===== src/rtl/dallanma_paketi.sv =====
// Shared types and constants for the branch resolution unit.
package dallanma_paketi;

  localparam int unsigned PS_W    = 32;
  localparam int unsigned HEDEF_W = 32;

  localparam logic [PS_W-1:0] PS_ARTIM = 32'd4;

  // FSM state encodings
  localparam logic [0:0] COZ   = 1'b0;
  localparam logic [0:0] BEKLE = 1'b1;

  // One in-flight prediction
  typedef struct packed {
    logic [PS_W-1:0]    ps;
    logic               atladi;
    logic [HEDEF_W-1:0] hedef;
  } ongoru_girdisi_t;

endpackage


===== src/rtl/dallanma_cozucu_if.sv =====
// Fetch/execute side bus of dallanma_cozucu; master = pipeline, slave = resolver.
interface dallanma_cozucu_if;
  logic        ongoru_kaydet_i;
  logic [31:0] ongoru_ps_i;
  logic        ongoru_atladi_i;
  logic [31:0] ongoru_hedef_i;
  logic        cozum_gecerli_i;
  logic [31:0] cozum_ps_i;
  logic        cozum_atladi_i;
  logic [31:0] cozum_hedef_i;
  logic        temizle_i;
  logic        guncelle_gecerli_o;
  logic        guncelle_atladi_o;
  logic [31:0] guncelle_ps_o;
  logic [31:0] guncelle_hedef_adresi_o;
  logic        dallanma_hata_o;
  logic [31:0] duzeltilmis_ps_o;
  logic        kuyruk_dolu_o;

  modport master (
    output ongoru_kaydet_i, ongoru_ps_i, ongoru_atladi_i, ongoru_hedef_i,
    output cozum_gecerli_i, cozum_ps_i, cozum_atladi_i, cozum_hedef_i, temizle_i,
    input  guncelle_gecerli_o, guncelle_atladi_o, guncelle_ps_o, guncelle_hedef_adresi_o,
    input  dallanma_hata_o, duzeltilmis_ps_o, kuyruk_dolu_o
  );

  modport slave (
    input  ongoru_kaydet_i, ongoru_ps_i, ongoru_atladi_i, ongoru_hedef_i,
    input  cozum_gecerli_i, cozum_ps_i, cozum_atladi_i, cozum_hedef_i, temizle_i,
    output guncelle_gecerli_o, guncelle_atladi_o, guncelle_ps_o, guncelle_hedef_adresi_o,
    output dallanma_hata_o, duzeltilmis_ps_o, kuyruk_dolu_o
  );
endinterface


===== src/rtl/ongoru_kuyrugu.sv =====
// Synchronous FIFO of in-flight predictions; clear has priority, payload not reset.
module ongoru_kuyrugu
  import dallanma_paketi::*;
#(
  parameter int unsigned DERINLIK = 4
) (
  input  logic            clk_i,
  input  logic            rst_i,
  input  logic            push_i,
  input  logic            pop_i,
  input  logic            clear_i,
  input  ongoru_girdisi_t veri_i,
  output ongoru_girdisi_t bas_o,
  output logic            dolu_o,
  output logic            bos_o
);

  localparam int unsigned PTR_W = $clog2(DERINLIK);
  localparam int unsigned CNT_W = PTR_W + 1;

  ongoru_girdisi_t   mem_q [DERINLIK];
  logic [PTR_W-1:0]  wr_ptr_q, wr_ptr_d;
  logic [PTR_W-1:0]  rd_ptr_q, rd_ptr_d;
  logic [CNT_W-1:0]  count_q, count_d;
  logic              push_ok, pop_ok;

  assign dolu_o = (count_q == CNT_W'(DERINLIK));
  assign bos_o  = (count_q == '0);
  assign bas_o  = mem_q[rd_ptr_q];

  // Pointer and occupancy next-state
  always_comb begin
    push_ok  = push_i && !dolu_o;
    pop_ok   = pop_i && !bos_o;
    wr_ptr_d = wr_ptr_q;
    rd_ptr_d = rd_ptr_q;
    count_d  = count_q;
    if (clear_i) begin
      wr_ptr_d = '0;
      rd_ptr_d = '0;
      count_d  = '0;
    end else begin
      if (push_ok) wr_ptr_d = wr_ptr_q + PTR_W'(1);
      if (pop_ok)  rd_ptr_d = rd_ptr_q + PTR_W'(1);
      count_d = count_q + CNT_W'(push_ok) - CNT_W'(pop_ok);
    end
  end

  // Pointer and occupancy registers
  always_ff @(posedge clk_i) begin
    if (rst_i) begin
      wr_ptr_q <= '0;
      rd_ptr_q <= '0;
      count_q  <= '0;
    end else begin
      wr_ptr_q <= wr_ptr_d;
      rd_ptr_q <= rd_ptr_d;
      count_q  <= count_d;
    end
  end

  // Payload storage, deliberately without reset
  always_ff @(posedge clk_i) begin
    if (push_ok && !clear_i) mem_q[wr_ptr_q] <= veri_i;
  end

endmodule


===== src/rtl/dallanma_cozucu.sv =====
// Branch resolution unit: queues predictions, compares with execute outcome,
// issues predictor updates and misprediction redirects.
// Optional macro DALLANMA_SAYAC_EN adds saturating resolve/mispredict counters.
module dallanma_cozucu
  import dallanma_paketi::*;
#(
  parameter int unsigned KUYRUK_DERINLIGI = 4
) (
  input  logic                clk_i,
  input  logic                rst_i,
  dallanma_cozucu_if.slave    bus
`ifdef DALLANMA_SAYAC_EN
  ,
  output logic [31:0]         cozulen_sayisi_o,
  output logic [31:0]         hatali_sayisi_o
`endif
);

  logic [0:0]      state_q, state_d;
  logic            upd_q, upd_d;
  logic            upd_atladi_q, upd_atladi_d;
  logic [31:0]     upd_ps_q, upd_ps_d;
  logic [31:0]     upd_hedef_q, upd_hedef_d;
  logic            hata_q, hata_d;
  logic [31:0]     duz_ps_q, duz_ps_d;

  logic            cozum_c, hata_c, temiz_c, push_c, pop_c;
  logic            bas_atladi_c;
  logic            dolu, bos;
  ongoru_girdisi_t giris, bas;

  assign giris = '{ps: bus.ongoru_ps_i, atladi: bus.ongoru_atladi_i, hedef: bus.ongoru_hedef_i};

  ongoru_kuyrugu #(.DERINLIK(KUYRUK_DERINLIGI)) u_kuyruk (
    .clk_i   (clk_i),
    .rst_i   (rst_i),
    .push_i  (push_c),
    .pop_i   (pop_c),
    .clear_i (temiz_c),
    .veri_i  (giris),
    .bas_o   (bas),
    .dolu_o  (dolu),
    .bos_o   (bos)
  );

  // Resolve compare, queue control, FSM next-state and registered outputs
  always_comb begin
    cozum_c      = bus.cozum_gecerli_i && !bus.temizle_i;
    bas_atladi_c = bos ? 1'b0 : bas.atladi;
    hata_c       = cozum_c &&
                   ((bas_atladi_c != bus.cozum_atladi_i) ||
                    (bas_atladi_c && bus.cozum_atladi_i && (bas.hedef != bus.cozum_hedef_i)) ||
                    (!bos && (bas.ps != bus.cozum_ps_i)));
    temiz_c      = bus.temizle_i || hata_c;
    push_c       = bus.ongoru_kaydet_i && (state_q == COZ) && !temiz_c && !dolu;
    pop_c        = cozum_c && !hata_c;

    state_d      = state_q;
    upd_d        = 1'b0;
    upd_atladi_d = 1'b0;
    upd_ps_d     = '0;
    upd_hedef_d  = '0;
    hata_d       = 1'b0;
    duz_ps_d     = '0;

    case (state_q)
      COZ:     if (temiz_c) state_d = BEKLE;
      default: state_d = COZ;
    endcase

    if (cozum_c) begin
      upd_d        = 1'b1;
      upd_atladi_d = bus.cozum_atladi_i;
      upd_ps_d     = bus.cozum_ps_i;
      upd_hedef_d  = bus.cozum_hedef_i;
    end
    if (hata_c) begin
      hata_d   = 1'b1;
      duz_ps_d = bus.cozum_atladi_i ? bus.cozum_hedef_i : bus.cozum_ps_i + PS_ARTIM;
    end
  end

  // State and output registers
  always_ff @(posedge clk_i) begin
    if (rst_i) begin
      state_q      <= COZ;
      upd_q        <= 1'b0;
      upd_atladi_q <= 1'b0;
      upd_ps_q     <= '0;
      upd_hedef_q  <= '0;
      hata_q       <= 1'b0;
      duz_ps_q     <= '0;
    end else begin
      state_q      <= state_d;
      upd_q        <= upd_d;
      upd_atladi_q <= upd_atladi_d;
      upd_ps_q     <= upd_ps_d;
      upd_hedef_q  <= upd_hedef_d;
      hata_q       <= hata_d;
      duz_ps_q     <= duz_ps_d;
    end
  end

  assign bus.guncelle_gecerli_o      = upd_q;
  assign bus.guncelle_atladi_o       = upd_atladi_q;
  assign bus.guncelle_ps_o           = upd_ps_q;
  assign bus.guncelle_hedef_adresi_o = upd_hedef_q;
  assign bus.dallanma_hata_o         = hata_q;
  assign bus.duzeltilmis_ps_o        = duz_ps_q;
  assign bus.kuyruk_dolu_o           = dolu;

`ifdef DALLANMA_SAYAC_EN
  logic [31:0] cozulen_q, cozulen_d;
  logic [31:0] hatali_q, hatali_d;

  // Saturating statistics counters
  always_comb begin
    cozulen_d = cozulen_q;
    hatali_d  = hatali_q;
    if (cozum_c && (cozulen_q != '1)) cozulen_d = cozulen_q + 32'd1;
    if (hata_c && (hatali_q != '1))   hatali_d  = hatali_q + 32'd1;
  end

  // Counter registers
  always_ff @(posedge clk_i) begin
    if (rst_i) begin
      cozulen_q <= '0;
      hatali_q  <= '0;
    end else begin
      cozulen_q <= cozulen_d;
      hatali_q  <= hatali_d;
    end
  end

  assign cozulen_sayisi_o = cozulen_q;
  assign hatali_sayisi_o  = hatali_q;
`endif

endmodule


===== src/flat_wrapper.sv =====
// flat-port wrapper written by rule: the top's interface ports become plain ports
module dallanma_cozucu_flat import dallanma_paketi::*;
#(
  parameter int unsigned KUYRUK_DERINLIGI = 4
)
  (clk_i, rst_i, bus_ongoru_kaydet_i, bus_ongoru_ps_i, bus_ongoru_atladi_i, bus_ongoru_hedef_i, bus_cozum_gecerli_i, bus_cozum_ps_i, bus_cozum_atladi_i, bus_cozum_hedef_i, bus_temizle_i, bus_guncelle_gecerli_o, bus_guncelle_atladi_o, bus_guncelle_ps_o, bus_guncelle_hedef_adresi_o, bus_dallanma_hata_o, bus_duzeltilmis_ps_o, bus_kuyruk_dolu_o);
  dallanma_cozucu_if bus_i ();
  input  logic clk_i;
  input  logic rst_i;
  input wire logic [$bits(bus_i.ongoru_kaydet_i)-1:0] bus_ongoru_kaydet_i;
  input wire logic [$bits(bus_i.ongoru_ps_i)-1:0] bus_ongoru_ps_i;
  input wire logic [$bits(bus_i.ongoru_atladi_i)-1:0] bus_ongoru_atladi_i;
  input wire logic [$bits(bus_i.ongoru_hedef_i)-1:0] bus_ongoru_hedef_i;
  input wire logic [$bits(bus_i.cozum_gecerli_i)-1:0] bus_cozum_gecerli_i;
  input wire logic [$bits(bus_i.cozum_ps_i)-1:0] bus_cozum_ps_i;
  input wire logic [$bits(bus_i.cozum_atladi_i)-1:0] bus_cozum_atladi_i;
  input wire logic [$bits(bus_i.cozum_hedef_i)-1:0] bus_cozum_hedef_i;
  input wire logic [$bits(bus_i.temizle_i)-1:0] bus_temizle_i;
  output wire logic [$bits(bus_i.guncelle_gecerli_o)-1:0] bus_guncelle_gecerli_o;
  output wire logic [$bits(bus_i.guncelle_atladi_o)-1:0] bus_guncelle_atladi_o;
  output wire logic [$bits(bus_i.guncelle_ps_o)-1:0] bus_guncelle_ps_o;
  output wire logic [$bits(bus_i.guncelle_hedef_adresi_o)-1:0] bus_guncelle_hedef_adresi_o;
  output wire logic [$bits(bus_i.dallanma_hata_o)-1:0] bus_dallanma_hata_o;
  output wire logic [$bits(bus_i.duzeltilmis_ps_o)-1:0] bus_duzeltilmis_ps_o;
  output wire logic [$bits(bus_i.kuyruk_dolu_o)-1:0] bus_kuyruk_dolu_o;
  assign bus_i.ongoru_kaydet_i = bus_ongoru_kaydet_i;
  assign bus_i.ongoru_ps_i = bus_ongoru_ps_i;
  assign bus_i.ongoru_atladi_i = bus_ongoru_atladi_i;
  assign bus_i.ongoru_hedef_i = bus_ongoru_hedef_i;
  assign bus_i.cozum_gecerli_i = bus_cozum_gecerli_i;
  assign bus_i.cozum_ps_i = bus_cozum_ps_i;
  assign bus_i.cozum_atladi_i = bus_cozum_atladi_i;
  assign bus_i.cozum_hedef_i = bus_cozum_hedef_i;
  assign bus_i.temizle_i = bus_temizle_i;
  assign bus_guncelle_gecerli_o = bus_i.guncelle_gecerli_o;
  assign bus_guncelle_atladi_o = bus_i.guncelle_atladi_o;
  assign bus_guncelle_ps_o = bus_i.guncelle_ps_o;
  assign bus_guncelle_hedef_adresi_o = bus_i.guncelle_hedef_adresi_o;
  assign bus_dallanma_hata_o = bus_i.dallanma_hata_o;
  assign bus_duzeltilmis_ps_o = bus_i.duzeltilmis_ps_o;
  assign bus_kuyruk_dolu_o = bus_i.kuyruk_dolu_o;
  dallanma_cozucu #(.KUYRUK_DERINLIGI(KUYRUK_DERINLIGI)) u_core (.clk_i(clk_i), .rst_i(rst_i), .bus(bus_i));
endmodule

===== config.mk =====
export PLATFORM = sky130hd
export DESIGN_NAME = dallanma_cozucu_flat
export DESIGN_NICKNAME = d
export VERILOG_FILES = /design/src/rtl/dallanma_paketi.sv /design/src/rtl/dallanma_cozucu_if.sv /design/src/rtl/ongoru_kuyrugu.sv /design/src/rtl/dallanma_cozucu.sv /design/src/flat_wrapper.sv
export SDC_FILE = /design/constraint.sdc
export NUM_CORES = 1
export LEC_CHECK = 0
export ABC_AREA = 1
export BUFFER_PORTS_ARGS = -buffer_cell sky130_fd_sc_hd__buf_2
export CAP_MARGIN = 20
export CORE_ASPECT_RATIO = 1.25
export CORE_MARGIN = 3
export CORE_UTILIZATION = 40
export CTS_BUF_LIST = sky130_fd_sc_hd__clkbuf_8
export DETAILED_ROUTE_END_ITERATION = 12
export SETUP_SLACK_MARGIN = 0.15
export SYNTH_ARGS = -nofsm -noshare
export SYNTH_HDL_FRONTEND = slang
export SYNTH_SLANG_ARGS = --single-unit

===== constraint.sdc =====
create_clock -name clk_i -period 11.86 [get_ports clk_i]
set_clock_uncertainty 0.1 [all_clocks]
set_input_delay 0.593 -clock clk_i [delete_from_list [all_inputs] [get_ports clk_i]]
set_output_delay 0.593 -clock clk_i [all_outputs]
set_load 0.02 [all_outputs]

==> impl_metrics.env <==
export IMPL_vias_per_cell=5.04
export IMPL_hold_viol=0
export IMPL_ant_nets=0
export IMPL_p_per_area_nw_per_um2=147
export IMPL_cp_max_fo=68
export IMPL_grt_max_degree=77
export IMPL_numPortBuffers=234
export IMPL_synth_seq_cells=369
export IMPL_r2r_cells=17
export IMPL_synth_nets=1637
export IMPL_fmax_mhz=187
export IMPL_fill_cells=3508
export IMPL_clk_path_buf_depth=3
export IMPL_clk_pin_slew_worst_paths_ns=0.07
export IMPL_synthXorXnorAreaFrac_pct=1.21
export IMPL_cts_made_buffers=57
export IMPL_clock_sinks=369
export IMPL_gr_total_overflow=0
export IMPL_worstSkewPairLatency_ns=0.62
export IMPL_grt_pass1_vias=11200
export IMPL_crit_type="register to register"
export IMPL_postSynthCellCount=1493
export IMPL_ys_seq_area_share_pct=65.8
export IMPL_syn_area_per_cell_um2=10.2
export IMPL_synth_commonest_cells="nand2_1, edfxtp_1, nand3_1"
export IMPL_final_design_area_no_fill_um2=17900
export IMPL_start_kind="register"
export IMPL_min_period_ns=5.34
export IMPL_synthSimpleGateAreaFrac_pct=24.6
export IMPL_synthFlopType="edfxtp_1"
export IMPL_critPathRequiredTime_ns=11.98
export IMPL_htree_levels=2
export IMPL_outcome="completed"
export IMPL_min_to="u_core.u_kuyruk.mem_q[2][45]"
export IMPL_wl_per_cell_um=19.9
export IMPL_yosysWarningCount=0
export IMPL_yosysTopAreaCellShare_pct=51.4
export IMPL_synthAdderAreaFrac_pct=0.791
export IMPL_multi_input_area_um2=4490
export IMPL_drt_iter0_drc=1018
export IMPL_hold_class="input pin to register"
export IMPL_rsz0062_at_grt="false"
export IMPL_worstPathArrival_ns=5.46
export IMPL_cts_tree="built"
export IMPL_cap_violations=0
export IMPL_grt_pass1_wl_um=66600
export IMPL_worstSetupEndpointType="register"
export IMPL_num_rows=79
export IMPL_register_area_um2=9990
export IMPL_min_from="bus_ongoru_ps_i[12]"
export IMPL_place_congestion=0.834
export IMPL_yosys_top_cells_area="edfxtp_1, dfxtp_1, nand2_1"
export IMPL_finalCritPeriodShare_pct=45.0
export IMPL_synth_edf_count=260
export IMPL_dp_hpwl_um=30700
export IMPL_dpl_cell_area_um2=16700
export IMPL_root_buffer="clkbuf_8"
export IMPL_synth_cell_types=37
export IMPL_cts_setup_buffers=0
export IMPL_drive_gt1_share_pct=20.8
export IMPL_tightest_slew_ns=1.11
export IMPL_min_path_cells=1
export IMPL_core_um2=37400
export IMPL_gr_usage_all_layers_pct=21.6
export IMPL_die_y_um=224
export IMPL_synthArstFlopShare_pct=0
export IMPL_drc_errors=0
export IMPL_syn_area_um2=15200
export IMPL_synth_top_cell_by_area="edfxtp_1"
export IMPL_die_area_um2=40400
export IMPL_antenna_found_initial=10
export IMPL_syn2layout_area_growth_pct=17.8
export IMPL_synth_compound_area_share_pct=2.74
export IMPL_synth_most_common_cell="nand2_1"
export IMPL_r2r_setup_slack_ns=6.52
export IMPL_slew_viol_final=0
export IMPL_reg2reg_to="u_core.u_kuyruk.mem_q[0][50]"
export IMPL_die_width_um=180
export IMPL_start_util_pct=40.7
export IMPL_wl_um=45400
export IMPL_max_slew_margin_pct=25.9
export IMPL_vdd_ir_drop_max_mv=0.0990
export IMPL_ios=235
export IMPL_num_vias=11500
export IMPL_setup_viol=0
export IMPL_cts_hold_buf=0
export IMPL_synthMuxAreaShare_pct=0
export IMPL_finalSetupTns_ns=0
export IMPL_leakagePower_nw=7.77
export IMPL_num_nets_final=1881
export IMPL_cts_resized=0
export IMPL_drt_first_pass_iters=5
export IMPL_synth_top_family_by_area="simple AND/OR/NAND/NOR gates"
layout by cell type, fill, tap and decap left out, types with 2 or more instances in the layout:
cell / n
a211oi_2: 22
a21oi_1: 15
buf_2: 234
buf_4: 10
clkbuf_8: 71
clkinv_1: 2
clkinv_2: 9
dfxtp_1: 107
diode_2: 9
edfxtp_1: 260
ha_1: 8
inv_1: 119
inv_2: 2
nand2_1: 497
nand2_2: 2
nand2_4: 2
nand3_1: 215
nand3_4: 3
nand4_1: 11
nor2_1: 138
nor2_2: 4
nor2_4: 4
nor3_1: 6
nor4_1: 2
o21ai_0: 6
xnor2_1: 2
xor2_1: 19
critical path: stages, from the launching register on:
cell and delay, ns:
dfxtp_4 0.55, inv_4 0.59, buf_4 0.74, nand2_1 0.11, nand3_1 0.14, nand3_1 0.09, nand2_1 0.18, nand2_1 0.08
nor2_1 0.27, nand2_1 0.09, nor2_1 0.10, nand2_1 0.12, nand2_2 0.11, nand3_4 0.10, nand2_4 0.11, nand3_4 0.15
nor2_4 0.52, buf_4 0.70
metal layers:
layer,track usage [%],vias up,routed length [um]
li1,-,5476,-
met1,27.3,5395,18100
met2,35.7,520,21600
met3,4.82,100,3780
met4,10.0,4,1870
met5,0,-,26
worst max-delay path by stage:
stage                   from                            to  slack, ns  cells after the start
floorplan           register   u_core.u_kuyruk.mem_q[0][0]       6.82                     19
global placement    register  u_core.u_kuyruk.mem_q[0][52]       6.57                     17
detailed placement  register  u_core.u_kuyruk.mem_q[0][50]       6.50                     17
CTS                 register  u_core.u_kuyruk.mem_q[0][50]       6.48                     17
global route        register  u_core.u_kuyruk.mem_q[0][50]       6.20                     17
finish              register  u_core.u_kuyruk.mem_q[0][50]       6.52                     17
cells by family (layout without fill, tap and decap cells):
logic type               count (synthesis)  after routing
XOR/XNOR                                21             21
adder cells (fa/ha/maj)                  9              9
other                                    0              9
AND/OR/NAND/NOR                        888            888
buffers and inverters                  158            450
flip-flops                             369            369
AO/OA/AOI/OAI                           48             48
per-stage QoR:
step	total power [W]	cells	hold slack, ns	setup WS [ns]	util, %
after global routing	0.00274	2276	0.0709	6.20	47.9
after detailed placement	0.00162	2164	0.381	6.50	44.7
after floorplan	0.00153	1493	0.346	6.82	-
after global placement	0.00161	2164	0.371	6.57	44.7
final	0.00264	2280	0.0891	6.52	47.9
after CTS	0.00266	2271	0.0537	6.48	47.8
final cells by class:
type                    instances  area share [%]
multi-input cells             966            25.1
repair buffers                244            6.96
flip-flops and latches        369            55.9
well taps                     486            3.40
inverters                      99            2.10
clock buffers                  71            5.46
diodes                          9           0.126
clock inverters                36           0.979
power breakdown:
group	total (W)	switching, W	internal, W	leakage (nW)
logic	0.000178	0.000126	0.0000522	3.84
registers	0.00141	0.00000612	0.00140	3.24
clock network	0.00105	0.000490	0.000559	0.691
total	0.00264	0.000622	0.00202	7.77
sequential cells by signal (all words and copies together), names as in the netlist, named ones only:
register / cells
u_core.bus.guncelle_gecerli_o: 1
u_core.state_q: 1
u_core.bus.guncelle_atladi_o: 1
u_core.u_kuyruk.count_q: 3
u_core.u_kuyruk.rd_ptr_q: 2
u_core.bus.duzeltilmis_ps_o: 32
u_core.bus.guncelle_hedef_adresi_o: 32
u_core.bus.guncelle_ps_o: 32
u_core.bus.dallanma_hata_o: 1
u_core.u_kuyruk.wr_ptr_q: 2
u_core.u_kuyruk.mem_q: 260
(Power assumes the default switching activity.)
